## src/rtl/ahb_pkg.sv

```systemverilog
// Shared AHB-Lite constants, default-slave state encoding and the transfer
// accept helper used by the default slave and its error log.
package ahb_pkg;

  localparam logic [1:0] HTRANS_IDLE   = 2'b00;
  localparam logic [1:0] HTRANS_BUSY   = 2'b01;
  localparam logic [1:0] HTRANS_NONSEQ = 2'b10;
  localparam logic [1:0] HTRANS_SEQ    = 2'b11;

  localparam logic [1:0] HRESP_OKAY  = 2'b00;
  localparam logic [1:0] HRESP_ERROR = 2'b01;

  typedef enum logic [2:0] {
    DS_IDLE = 3'd0,
    DS_WAIT = 3'd1,
    DS_ERR1 = 3'd2,
    DS_ERR2 = 3'd3,
    DS_DONE = 3'd4
  } ds_state_e;

  // A transfer is taken only for NONSEQ/SEQ while selected and the bus is ready.
  function automatic logic ahb_accept(input logic hsel, input logic hready,
                                      input logic [1:0] htrans);
    return hsel & hready & htrans[1];
  endfunction

endpackage

```

## src/rtl/ahb_default_slave_if.sv

```systemverilog
// AHB-Lite slave-side signal bundle for the default slave.
interface ahb_default_slave_if #(
  parameter int ADDR_W = 32,
  parameter int DATA_W = 32
);

  logic              hsel;
  logic [ADDR_W-1:0] haddr;
  logic [1:0]        htrans;
  logic              hwrite;
  logic [2:0]        hsize;
  logic [3:0]        hprot;
  logic [DATA_W-1:0] hwdata;
  logic              hready;
  logic              hready_resp;
  logic [1:0]        hresp;
  logic [DATA_W-1:0] hrdata;

  modport slave (
    input  hsel, haddr, htrans, hwrite, hsize, hprot, hwdata, hready,
    output hready_resp, hresp, hrdata
  );

  modport master (
    output hsel, haddr, htrans, hwrite, hsize, hprot, hwdata, hready,
    input  hready_resp, hresp, hrdata
  );

endinterface

```

## src/rtl/ahb_default_err_log.sv

```systemverilog
// Fault log for the default slave: captures the last erroring address/direction,
// keeps a saturating error count and a sticky pending interrupt.
module ahb_default_err_log #(
  parameter int ADDR_W  = 32,
  parameter int CNT_W   = 8,
  parameter int INTR_EN = 1
) (
  input  logic              clk_i,
  input  logic              rst_i,
  input  logic              err_evt_i,
  input  logic [ADDR_W-1:0] addr_i,
  input  logic              write_i,
  input  logic              intr_clr_i,
  output logic [ADDR_W-1:0] err_addr_o,
  output logic              err_write_o,
  output logic [CNT_W-1:0]  err_cnt_o,
  output logic              intr_o
);

  localparam logic [CNT_W-1:0] CNT_MAX = {CNT_W{1'b1}};
  localparam logic [CNT_W-1:0] CNT_ONE = {{(CNT_W-1){1'b0}}, 1'b1};
  localparam logic             INTR_ON = (INTR_EN != 0);

  logic [ADDR_W-1:0] addr_q, addr_d;
  logic              write_q, write_d;
  logic [CNT_W-1:0]  cnt_q, cnt_d;
  logic              pend_q, pend_d;
  logic              intr_q, intr_d;

  // Next log state; a new error outranks a simultaneous clear.
  always_comb begin
    addr_d  = addr_q;
    write_d = write_q;
    cnt_d   = cnt_q;
    pend_d  = pend_q;
    if (err_evt_i) begin
      addr_d  = addr_i;
      write_d = write_i;
      cnt_d   = (cnt_q == CNT_MAX) ? cnt_q : cnt_q + CNT_ONE;
      pend_d  = 1'b1;
    end else begin
      pend_d  = intr_clr_i ? 1'b0 : pend_q;
    end
    intr_d = pend_d & INTR_ON;
  end

  // Log registers.
  always_ff @(posedge clk_i) begin
    if (rst_i) begin
      addr_q  <= '0;
      write_q <= 1'b0;
      cnt_q   <= '0;
      pend_q  <= 1'b0;
      intr_q  <= 1'b0;
    end else begin
      addr_q  <= addr_d;
      write_q <= write_d;
      cnt_q   <= cnt_d;
      pend_q  <= pend_d;
      intr_q  <= intr_d;
    end
  end

  assign err_addr_o  = addr_q;
  assign err_write_o = write_q;
  assign err_cnt_o   = cnt_q;
  assign intr_o      = intr_q;

endmodule

```

## src/rtl/ahb_default_slave.sv

```systemverilog
// AHB-Lite default slave: programmable wait states followed by a two-cycle
// ERROR or a constant-data OKAY, with a fault log and sticky interrupt.
module ahb_default_slave
  import ahb_pkg::*;
#(
  parameter int                ADDR_W      = 32,
  parameter int                DATA_W      = 32,
  parameter int                WAIT_CYCLES = 0,
  parameter int                ERR_MODE    = 1,
  parameter logic [DATA_W-1:0] RDATA_VAL   = '0,
  parameter int                CNT_W       = 8,
  parameter int                INTR_EN     = 1
) (
  input  logic                hclk,
  input  logic                hrst,
  ahb_default_slave_if.slave  bus,
  input  logic                intr_clr,
  output logic [ADDR_W-1:0]   err_addr,
  output logic                err_write,
  output logic [CNT_W-1:0]    err_cnt,
  output logic                intr
);

  localparam ds_state_e  POST_WAIT = (ERR_MODE != 0) ? DS_ERR1 : DS_DONE;
  localparam ds_state_e  FIRST     = (WAIT_CYCLES > 0) ? DS_WAIT : POST_WAIT;
  localparam logic [3:0] WAIT_INIT = 4'(WAIT_CYCLES - 1);

  ds_state_e         state_q, state_d;
  logic [3:0]        wcnt_q, wcnt_d;
  logic [ADDR_W-1:0] addr_q, addr_d;
  logic              write_q, write_d;
  logic [2:0]        size_q, size_d;
  logic              ready_q, ready_d;
  logic [1:0]        resp_q, resp_d;
  logic [DATA_W-1:0] rdata_q, rdata_d;
  logic              accept_s;
  logic              err_evt_s;
  logic              unused_ok;

  assign accept_s  = ahb_accept(bus.hsel, bus.hready, bus.htrans);
  assign err_evt_s = (state_d == DS_ERR1);
  assign unused_ok = ^{size_q, bus.hprot, bus.hwdata};

  // Next state plus the response the bus will see in that state.
  always_comb begin
    state_d = state_q;
    wcnt_d  = wcnt_q;
    addr_d  = addr_q;
    write_d = write_q;
    size_d  = size_q;
    case (state_q)
      DS_IDLE, DS_ERR2, DS_DONE: begin
        if (accept_s) begin
          state_d = FIRST;
          wcnt_d  = WAIT_INIT;
          addr_d  = bus.haddr;
          write_d = bus.hwrite;
          size_d  = bus.hsize;
        end else begin
          state_d = DS_IDLE;
        end
      end
      DS_WAIT: begin
        if (wcnt_q == 4'd0) begin
          state_d = POST_WAIT;
        end else begin
          wcnt_d  = wcnt_q - 4'd1;
        end
      end
      DS_ERR1: state_d = DS_ERR2;
      default: state_d = DS_IDLE;
    endcase

    ready_d = 1'b1;
    resp_d  = HRESP_OKAY;
    rdata_d = '0;
    case (state_d)
      DS_WAIT: ready_d = 1'b0;
      DS_ERR1: begin
        ready_d = 1'b0;
        resp_d  = HRESP_ERROR;
      end
      DS_ERR2: resp_d  = HRESP_ERROR;
      DS_DONE: rdata_d = write_d ? '0 : RDATA_VAL;
      default: begin
      end
    endcase
  end

  // State, latched transfer attributes and registered bus response.
  always_ff @(posedge hclk) begin
    if (hrst) begin
      state_q <= DS_IDLE;
      wcnt_q  <= 4'd0;
      addr_q  <= '0;
      write_q <= 1'b0;
      size_q  <= 3'd0;
      ready_q <= 1'b1;
      resp_q  <= HRESP_OKAY;
      rdata_q <= '0;
    end else begin
      state_q <= state_d;
      wcnt_q  <= wcnt_d;
      addr_q  <= addr_d;
      write_q <= write_d;
      size_q  <= size_d;
      ready_q <= ready_d;
      resp_q  <= resp_d;
      rdata_q <= rdata_d;
    end
  end

  assign bus.hready_resp = ready_q;
  assign bus.hresp       = resp_q;
  assign bus.hrdata      = rdata_q;

  ahb_default_err_log #(
    .ADDR_W  (ADDR_W),
    .CNT_W   (CNT_W),
    .INTR_EN (INTR_EN)
  ) u_err_log (
    .clk_i       (hclk),
    .rst_i       (hrst),
    .err_evt_i   (err_evt_s),
    .addr_i      (addr_d),
    .write_i     (write_d),
    .intr_clr_i  (intr_clr),
    .err_addr_o  (err_addr),
    .err_write_o (err_write),
    .err_cnt_o   (err_cnt),
    .intr_o      (intr)
  );

endmodule

```

## src/flat_wrapper.sv

```systemverilog
// flat-port wrapper written by rule: the top's interface ports become plain ports
module ahb_default_slave_flat import ahb_pkg::*;
#(
  parameter int                ADDR_W      = 32,
  parameter int                DATA_W      = 32,
  parameter int                WAIT_CYCLES = 0,
  parameter int                ERR_MODE    = 1,
  parameter logic [DATA_W-1:0] RDATA_VAL   = '0,
  parameter int                CNT_W       = 8,
  parameter int                INTR_EN     = 1
)
  (hclk, hrst, intr_clr, err_addr, err_write, err_cnt, intr, bus_hsel, bus_haddr, bus_htrans, bus_hwrite, bus_hsize, bus_hprot, bus_hwdata, bus_hready, bus_hready_resp, bus_hresp, bus_hrdata);
  ahb_default_slave_if #(.ADDR_W(ADDR_W), .DATA_W(DATA_W)) bus_i ();
  input  logic hclk;
  input  logic hrst;
  input  logic intr_clr;
  output logic [ADDR_W-1:0] err_addr;
  output logic err_write;
  output logic [CNT_W-1:0] err_cnt;
  output logic intr;
  input wire logic [$bits(bus_i.hsel)-1:0] bus_hsel;
  input wire logic [$bits(bus_i.haddr)-1:0] bus_haddr;
  input wire logic [$bits(bus_i.htrans)-1:0] bus_htrans;
  input wire logic [$bits(bus_i.hwrite)-1:0] bus_hwrite;
  input wire logic [$bits(bus_i.hsize)-1:0] bus_hsize;
  input wire logic [$bits(bus_i.hprot)-1:0] bus_hprot;
  input wire logic [$bits(bus_i.hwdata)-1:0] bus_hwdata;
  input wire logic [$bits(bus_i.hready)-1:0] bus_hready;
  output wire logic [$bits(bus_i.hready_resp)-1:0] bus_hready_resp;
  output wire logic [$bits(bus_i.hresp)-1:0] bus_hresp;
  output wire logic [$bits(bus_i.hrdata)-1:0] bus_hrdata;
  assign bus_i.hsel = bus_hsel;
  assign bus_i.haddr = bus_haddr;
  assign bus_i.htrans = bus_htrans;
  assign bus_i.hwrite = bus_hwrite;
  assign bus_i.hsize = bus_hsize;
  assign bus_i.hprot = bus_hprot;
  assign bus_i.hwdata = bus_hwdata;
  assign bus_i.hready = bus_hready;
  assign bus_hready_resp = bus_i.hready_resp;
  assign bus_hresp = bus_i.hresp;
  assign bus_hrdata = bus_i.hrdata;
  ahb_default_slave #(.ADDR_W(ADDR_W), .DATA_W(DATA_W), .WAIT_CYCLES(WAIT_CYCLES), .ERR_MODE(ERR_MODE), .RDATA_VAL(RDATA_VAL), .CNT_W(CNT_W), .INTR_EN(INTR_EN)) u_core (.hclk(hclk), .hrst(hrst), .bus(bus_i), .intr_clr(intr_clr), .err_addr(err_addr), .err_write(err_write), .err_cnt(err_cnt), .intr(intr));
endmodule
```

## config.mk

```make
export PLATFORM = sky130hd
export DESIGN_NAME = ahb_default_slave_flat
export DESIGN_NICKNAME = d
export VERILOG_FILES = /design/src/rtl/ahb_pkg.sv /design/src/rtl/ahb_default_slave_if.sv /design/src/rtl/ahb_default_err_log.sv /design/src/rtl/ahb_default_slave.sv /design/src/flat_wrapper.sv
export SDC_FILE = /design/constraint.sdc
export NUM_CORES = 1
export LEC_CHECK = 0
export ABC_CLOCK_PERIOD_IN_PS = 2400
export CAP_MARGIN = 20
export CELL_PAD_IN_SITES_DETAIL_PLACEMENT = 1
export CELL_PAD_IN_SITES_GLOBAL_PLACEMENT = 1
export CORE_AREA = 2 2 119 121
export DETAILED_ROUTE_END_ITERATION = 10
export DIE_AREA = 0 0 121 123
export PLACE_DENSITY_LB_ADDON = 0.1
export SETUP_SLACK_MARGIN = 0.05
export SLEW_MARGIN = 10
export SYNTH_ARGS = -nofsm -noshare
export SYNTH_HDL_FRONTEND = slang
export SYNTH_HIERARCHICAL = 1
export SYNTH_SLANG_ARGS = --single-unit
```

## constraint.sdc

```tcl
create_clock -name hclk -period 2.4 [get_ports hclk]
set_input_delay 0.48 -clock hclk [delete_from_list [all_inputs] [get_ports hclk]]
set_output_delay 0.48 -clock hclk [all_outputs]
set_load 0.05 [all_outputs]
```

==> metrics.txt, run 1 <==
pwr dens between 600 and 700 mW/mm2; Reg clk slew, reported paths around 0.060 ns; Max-Cap Viols 0; cell family with most CP delay buffers and inverters; CTS Hold Bufs 0; final wirelength between 9000 and 10,000 um; synth cell count leaders dfxtp_1 (84), nand2_1 (72), mux2i_1 (67); die area between 0.01 and 0.015 mm2; clk_skew about 0.0053 ns; Max Freq ~0.47 GHz; first-pass iteration count of the detailed router 4; core area 0.0136 mm2; worst hold slack 0.458 ns; clk buf depth 2; Post-Syn Instances between 400 and 500; # fillers 1,543; I/O Buffers a little over 80; worst-skew pair later-pin latency around 0.34 ns; setup TNS 0 ns; RSZ-0062 raised after global routing no; ys flop type dfxtp_1; WL/cell 14.6 um; CP Max Fanout 8; outcome complete, no violations; Iteration-0 DRC Markers 68; synthesized area 0.00400 mm2; Seq cells post-synth 84; Synthesis Warnings 6; Peak VDD IR 0.215 mV; Residual DRC 0; top cell type's share of synthesized area 0.421; Data arrival, critical path 1.67 ns; post-synthesis sequential area ratio 0.421; H-tree depth 3; antenna violations before repair 0; cell row count 43; Synth area leader dfxtp_1; area added between synthesis and finish 29.7%; Via Count ~3,000; Final Slew Violations 0; Root Buffer clkbuf_16; vias in the first global route approximately 3,100; actual slew at the worst max-slew pin between 0.5 and 0.6 ns; Final #Nets 577; total power roughly 3.2 mW; Yosys cell types 49; DIE WIDTH 121 um; endpoints failing hold 0; CP Launch Type flop; antenna viol nets, final 0; min-delay worst type flop to flop; Pleak 2.00 nW; Async SR Flop Fraction 0; layout cells sized above 1 0.108; Hold Crit Depth 2; R2R cell count 8; crit-path cells clkdlybuf4s50_1; Via density around 4.4; Inserted Clock Buffers 9; post-CTS sizing 0; Antenna diodes 0; most common cell in the netlist dfxtp_1; top-level I/O count between 150 and 200; top cells by area, synth dfxtp_1 (42%), mux2i_1 (17%), buf_4 (7.1%); grt ovf 0; Avg Cell Area, Syn between 9 and 10 um2; largest net degree at the start of global routing 53; Final GP Congestion a little over 0.7; max incr delay on CP roughly 0.86 ns; Total GRT Usage 0.138; Buf/Inv on CP 1; final period utilization 0.896; critical path required time approximately 1.9 ns; Initial Util 0.294; crit path capture type output pin; Slew HR 0.638; post-CTS setup buffer count 0; clk sinks 84; endpoints failing setup 0; crit path time final between 2 and 2.5 ns; hpwl dp around 6800 um; first-pass GRT wire length between 15,000 and 20,000 um; TritonCTS clock tree done; Final Core Density 0.381; die height approximately 120 um; critical path type flop to output pin; number of stages on the worst setup path 1; crit path max-delay cell type clkdlybuf4s50_1; EDFF count, synth 0
final timing paths:
check / start / endpoint / slack [ns]
min: u_core/addr_q[21] / u_core/addr_q[21] / 0.46
max reg2reg: u_core/wcnt_q[0] / u_core/u_err_log/err_cnt_o[3] / 0.37
max: u_core/u_err_log/err_cnt_o[2] / err_cnt[2] / 0.25
min reg2reg: u_core/addr_q[21] / u_core/addr_q[21] / 0.46
power by group:
group	total [mW]	internal (mW)	leakage, nW	switching, mW
clock network	1.32	0.734	0.140	0.584
logic	0.468	0.170	1.17	0.298
registers	1.45	1.43	0.681	0.0221
per-layer routing:
metal	up-vias	wire (um)	track usage
li1	1500	-	-
met1	1461	4600	0.169
met2	58	4760	0.228
met3	10	380	0.0309
met4	0	177	0.0676
met5	-	0	0
metrics by stage:
stage | instance area (um2) | worst slack [ns] | cells
after CTS | 5180 | 0.213 | 681
after floorplan | 4120 | 0.466 | 450
after detailed placement | 4900 | 0.0577 | 665
after global placement | 4900 | 0.102 | 665
final | 5190 | 0.250 | 681
after global routing | 5190 | 0.181 | 681
cell usage in the layout (no fill, tap or decap), types with 5 or more instances in the layout:
cell type and instances:
conb_1 34, a211oi_1 5, mux2i_1 67, clkbuf_16 9, buf_4 9, dfxtp_1 84, mux2_2 13, a21oi_1 5
nand2_1 71, mux2_1 20, nor2_1 39, inv_1 6, clkdlybuf4s50_1 81
final cells by class:
cell class | count | area, um2 | area share
Inverter | 7 | 26.3 | 0.00507
Multi-Input combinational cell | 301 | 2050 | 0.396
Clock inverter | 5 | 36.3 | 0.00699
Timing Repair Buffer | 93 | 923 | 0.178
Sequential cell | 84 | 1680 | 0.324
Tap cell | 180 | 225 | 0.0434
Clock buffer | 11 | 243 | 0.0468
cell families after synthesis:
kind of cell | Yosys count | share of synthesized area
other | 1 | 0.000938
and+or+nand+nor | 135 | 0.148
DFF | 84 | 0.421
AOI/OAI and AO/OA | 28 | 0.0538
adders and majority gates | 2 | 0.00626
muxes | 102 | 0.268
buffers and inverters | 65 | 0.102
registers in the layout, summed over array words and instances, names as in the netlist:
name	cells
u_core/u_err_log/err_write_o	1
u_core/u_err_log/intr_o	1
u_core/bus.hresp	1
u_core/state_q	3
u_core/write_q	1
u_core/addr_q	32
u_core/wcnt_q	4
u_core/bus.hready_resp	1
u_core/u_err_log/err_cnt_o	8
u_core/u_err_log/err_addr_o	32
Note: power is estimated with default switching activity, not from simulation.
==> run 2: changes to the inputs <==
- CELL_PAD_IN_SITES_DETAIL_PLACEMENT: 1 -> default
- CELL_PAD_IN_SITES_GLOBAL_PLACEMENT: 1 -> default
- PLACE_DENSITY_LB_ADDON: 0.1 -> default
==> metrics.txt, run 2 (synthesis gave the netlist of run 1 again) <==
core area between 0.01 and 0.015 mm2; endpoints failing setup 0; Final GP Congestion about 0.8; R2R cell count 8; Reg-to-Reg End u_core/u_err_log/err_cnt_o[3]; Crit Reg-Reg Startpoint u_core/wcnt_q[0]; endpoints failing hold 0; grt ovf 0; cell row count 43; Max Freq ~0.47 GHz; Data arrival, critical path 1.64 ns; die height approximately 120 um; crit path time final around 2.1 ns; placed cell areas roughly 0.0049 mm2; Setup crit end err_cnt[2]; Final #Nets between 500 and 600; Peak VDD IR roughly 0.25 mV; crit path max-delay cell type clkdlybuf4s50_1; # fillers ~1,400; DIE WIDTH about 120 um; register area 0.00168 mm2; commonest non-fill, non-tap cell in the layout dfxtp_1; crit-path cells clkdlybuf4s50_1; pwr dens between 600 and 700 mW/mm2; Slew HR 0.643; Antenna diodes 0; Total GRT Usage 0.120; final period utilization 0.883; I/O Buffers just over 80; antenna violations before repair 0; Inserted Clock Buffers 9; hpwl dp a little under 6000 um; TritonCTS clock tree done; crit path launch u_core/u_err_log/err_cnt_o[2]; clk sinks 84; reg2reg setup slack approximately 0.39 ns; critical path required time approximately 1.9 ns; clk buf depth 2; Initial Util 0.294; critical path type flop to output pin; die area between 0.01 and 0.015 mm2; Finished Cell Area approximately 0.0052 mm2; setup TNS 0 ns; Via Count between 3,000 and 4,000; CP Launch Type flop; Via density 4.41; actual slew at the worst max-slew pin 0.534 ns; Root Buffer clkbuf_16; area added between synthesis and finish 31.0%; min-delay worst type flop to flop; max incr delay on CP 0.86 ns; worst-skew pair later-pin latency between 0.3 and 0.4 ns; final wirelength ~8400 um; Reg clk slew, reported paths approximately 0.060 ns; outcome complete, no violations; crit path capture type output pin; RSZ-0062 raised after global routing no; cell family with most CP delay buffers and inverters; Buf/Inv on CP 1; area of the multi-input gates about 0.002 mm2; first-pass iteration count of the detailed router 4; Max-Cap Viols 0; CP Max Fanout 8; layout cells sized above 1 0.108; H-tree depth 3; vias in the first global route roughly 2,900; Pleak ~2.0 nW; largest net degree at the start of global routing 39; first-pass GRT wire length approximately 14,000 um; antenna viol nets, final 0; clk_skew between 0.006 and 0.007 ns; Final Slew Violations 0; Residual DRC 0; top-level I/O count around 160; most frequent cells in the layout dfxtp_1 (84), clkdlybuf4s50_1 (81), nand2_1 (71), mux2i_1 (67), nor2_1 (39); WL/cell roughly 12 um; number of stages on the worst setup path 1; Iteration-0 DRC Markers 107
-- run 2: changes by cell type in the layout (fill, tap and decap cells not counted) --
cell and delta:
buf_12 +1, buf_4 -1, bufinv_16 +2, clkinv_2 +1
clkinv_4 -2, inv_6 -1
-- run 2: routing by layer --
layer	GRT usage	share of wire
met5	0	0
met4	0.0516	0.015
met3	0.0411	0.061
met2	0.190	0.47
met1	0.149	0.45
-- run 2: worst min-delay path by stage --
stage / depth (start not counted) / slack [ns] / end / start
finish: 2 / 0.45 / u_core/addr_q[21] / u_core/addr_q[21]
global route: 2 / 0.47 / u_core/addr_q[4] / u_core/addr_q[4]
CTS: 2 / 0.45 / u_core/addr_q[21] / u_core/addr_q[21]
detailed placement: 2 / 0.45 / u_core/addr_q[21] / u_core/addr_q[21]
global placement: 2 / 0.44 / u_core/addr_q[20] / u_core/addr_q[20]
floorplan: 2 / 0.43 / u_core/addr_q[12] / u_core/addr_q[12]
-- run 2: report_power, final --
part	switching, mW	internal [mW]	total (mW)
Clock	0.546	0.934	1.48
Combinational	0.289	0.171	0.461
Sequential	0.0219	1.43	1.45
-- run 2: stage by stage --
stage	instances	total power [mW]	hold slack, ns	setup slack, ns	util
5_1_grt	681	3.55	0.474	0.176	0.385
2_1_floorplan	450	1.85	0.431	0.466	-
6_report	681	3.39	0.451	0.281	0.385
4_1_cts	681	3.45	0.454	0.258	0.385
3_3_place_gp	665	1.94	0.439	0.201	0.361
3_5_place_dp	665	1.95	0.446	0.177	0.361
-- run 2: worst register-to-register path: cells and delay by family, from the launching register on --
family	cells	cell delay, ns
simple gates	4	0.82
flops	1	0.32
mux	1	0.31
buf+inv	1	0.08
compound gates	1	0.18
fa+ha+maj	1	0.20
-- run 2: repair_timing --
action / 4_1_cts / 5_1_grt
endpoints found under the setup margin: 0 / 2
hold buffers: 0 / 0
resized for setup: 0 / 1
setup buffers: 0 / 0
hold endpoints to repair: 0 / 0
-- run 2: area by class of cell --
cell class              instances  share of cell area
clock inverters                 5              0.0143
well taps                     180              0.0430
flip-flops and latches         84               0.321
multi-input cells             301               0.392
inverters                       7             0.00502
clock buffers                  11              0.0463
repair buffers                 93               0.179
==> run 3: changes to the inputs <==
- CORE_AREA: 2 2 119 121 -> 2 2 99 101
- DIE_AREA: 0 0 121 123 -> 0 0 101 103
- HOLD_SLACK_MARGIN: default -> 0.1
- PLACE_DENSITY: default -> 0.79
==> metrics.txt, run 3 (synthesis gave the netlist of run 1 again) <==
Final #Nets approximately 570; WL/cell 12.9 um; clk_skew 0.0104 ns; final wirelength 7850 um; clk sinks between 80 and 90; min-delay worst type flop to flop; top-level I/O count 156; H-tree depth 3; Root Buffer clkbuf_8; CTS Hold Bufs 0; post-CTS setup buffer count 0; outcome complete, no violations; Final GP Congestion ~0.8; most frequent cells in the layout dfxtp_1 (84), clkdlybuf4s50_1 (81), nand2_1 (71), mux2i_1 (67), nor2_1 (39); die height 103 um; core area 0.00946 mm2; grt ovf 0; register area 0.00168 mm2; cell family with most CP delay simple AND/OR/NAND/NOR gates; crit path time final 2.14 ns; Iteration-0 DRC Markers between 70 and 80; Pleak between 1.5 and 2 nW; Via density around 4.9; layout cells sized above 1 0.0968; final worst slack 0.260 ns; endpoints failing setup 0; clk buf depth 2; Buf/Inv on CP 1; first-pass iteration count of the detailed router 4; endpoints failing hold 0; commonest non-fill, non-tap cell in the layout dfxtp_1; critical path type flop to flop; critical path required time 2.67 ns; largest net degree at the start of global routing 49; max incr delay on CP 0.44 ns; vias in the first global route between 2,000 and 3,000; Total GRT Usage 0.158; Reg clk slew, reported paths around 0.080 ns; CP Launch Type flop; crit-path cells inv_1 > ha_1 > nor3b_1 > nand2_1 > nand2_2 > nand4_1 > or4_1 > o21ai_0; Via Count 2,990; Initial Util 0.423; Antenna diodes 0; Final Non-Filler Cells just over 600; post-CTS sizing 0; Post-Place Setup Slack between 0.2 and 0.25 ns; first-pass GRT wire length between 10,000 and 15,000 um; area of the multi-input gates between 0.002 and 0.0025 mm2; actual slew at the worst max-slew pin about 0.54 ns; Data arrival, critical path ~2.4 ns; final period utilization 0.892; # fillers 830; crit path capture type flop; CP Max Fanout 7; worst hold slack around 0.46 ns; Inserted Clock Buffers 9; setup TNS 0 ns; area added between synthesis and finish 25.8%; Slew HR 0.641; antenna violations before repair 0; crit path max-delay cell type or4_1; pwr dens around 600 mW/mm2; Residual DRC 0; cell row count 36; I/O Buffers between 80 and 90; die area roughly 0.010 mm2; Max-Cap Viols 0; RSZ-0062 raised after global routing no; TritonCTS clock tree done; Final Slew Violations 0; DIE WIDTH about 100 um; hpwl dp between 5000 and 6000 um; dpl cells approximately 600; Peak VDD IR 0.307 mV; Max Freq 0.467 GHz; worst-skew pair later-pin latency between 0.3 and 0.4 ns; antenna viol nets, final 0
## run 3: changes by cell type in the layout (fill, tap and decap cells not counted)
cell,previous run,this run
clkbuf_16,9,0
clkbuf_8,1,10
buf_4,8,3
clkinv_2,3,1
buf_12,3,4
clkinv_4,0,1
nor3b_1,1,2
nor3b_2,1,0
## run 3: metal layers
layer / wire length (um) / part of all wire / vias up / GRT usage
met5: 0 / 0 / - / 0
met4: 125 / 0.016 / 0 / 0.0696
met3: 551 / 0.070 / 10 / 0.0475
met2: 3580 / 0.46 / 95 / 0.259
met1: 3590 / 0.46 / 1389 / 0.192
li1: - / - / 1496 / -
## run 3: worst paths after layout
path,end,slack [ns],depth (start not counted),from
worst min-delay path,u_core/addr_q[19],0.46,2,u_core/addr_q[19]
worst min register to register,u_core/addr_q[19],0.46,2,u_core/addr_q[19]
worst max-delay path,u_core/u_err_log/err_cnt_o[5],0.26,8,u_core/wcnt_q[0]
worst max register to register,u_core/u_err_log/err_cnt_o[5],0.26,8,u_core/wcnt_q[0]
## run 3: worst min-delay path, stage by stage, from the launching register on
cell and delay, ns:
dfxtp_1 0.31, nand2_1 0.05, mux2i_1 0.05
## run 3: layout make-up
cell class / count / area share
Multi-Input combinational cell: 301 / 0.407
Sequential cell: 84 / 0.334
Timing Repair Buffer: 89 / 0.183
Tap cell: 114 / 0.0284
Clock buffer: 11 / 0.0281
Clock inverter: 4 / 0.0147
Inverter: 7 / 0.00522
## run 3: power by group
| part | total, mW | internal [mW] | leakage [nW] | switching [mW] |
|---|---|---|---|---|
| logic | 0.455 | 0.169 | 1.16 | 0.286 |
| clock network | 1.09 | 0.610 | 0.109 | 0.484 |
| registers | 1.45 | 1.43 | 0.681 | 0.0216 |
| total | 3.00 | 2.21 | 1.95 | 0.791 |
## run 3: metrics by stage
step                      power [mW]  utilization  instance area (um2)
final                           3.00        0.532                 5030
after detailed placement        1.94        0.509                 4820
after global routing            3.13        0.532                 5030
after floorplan                 1.85            -                 4120
after CTS                       3.05        0.532                 5030
after global placement          1.93        0.509                 4820
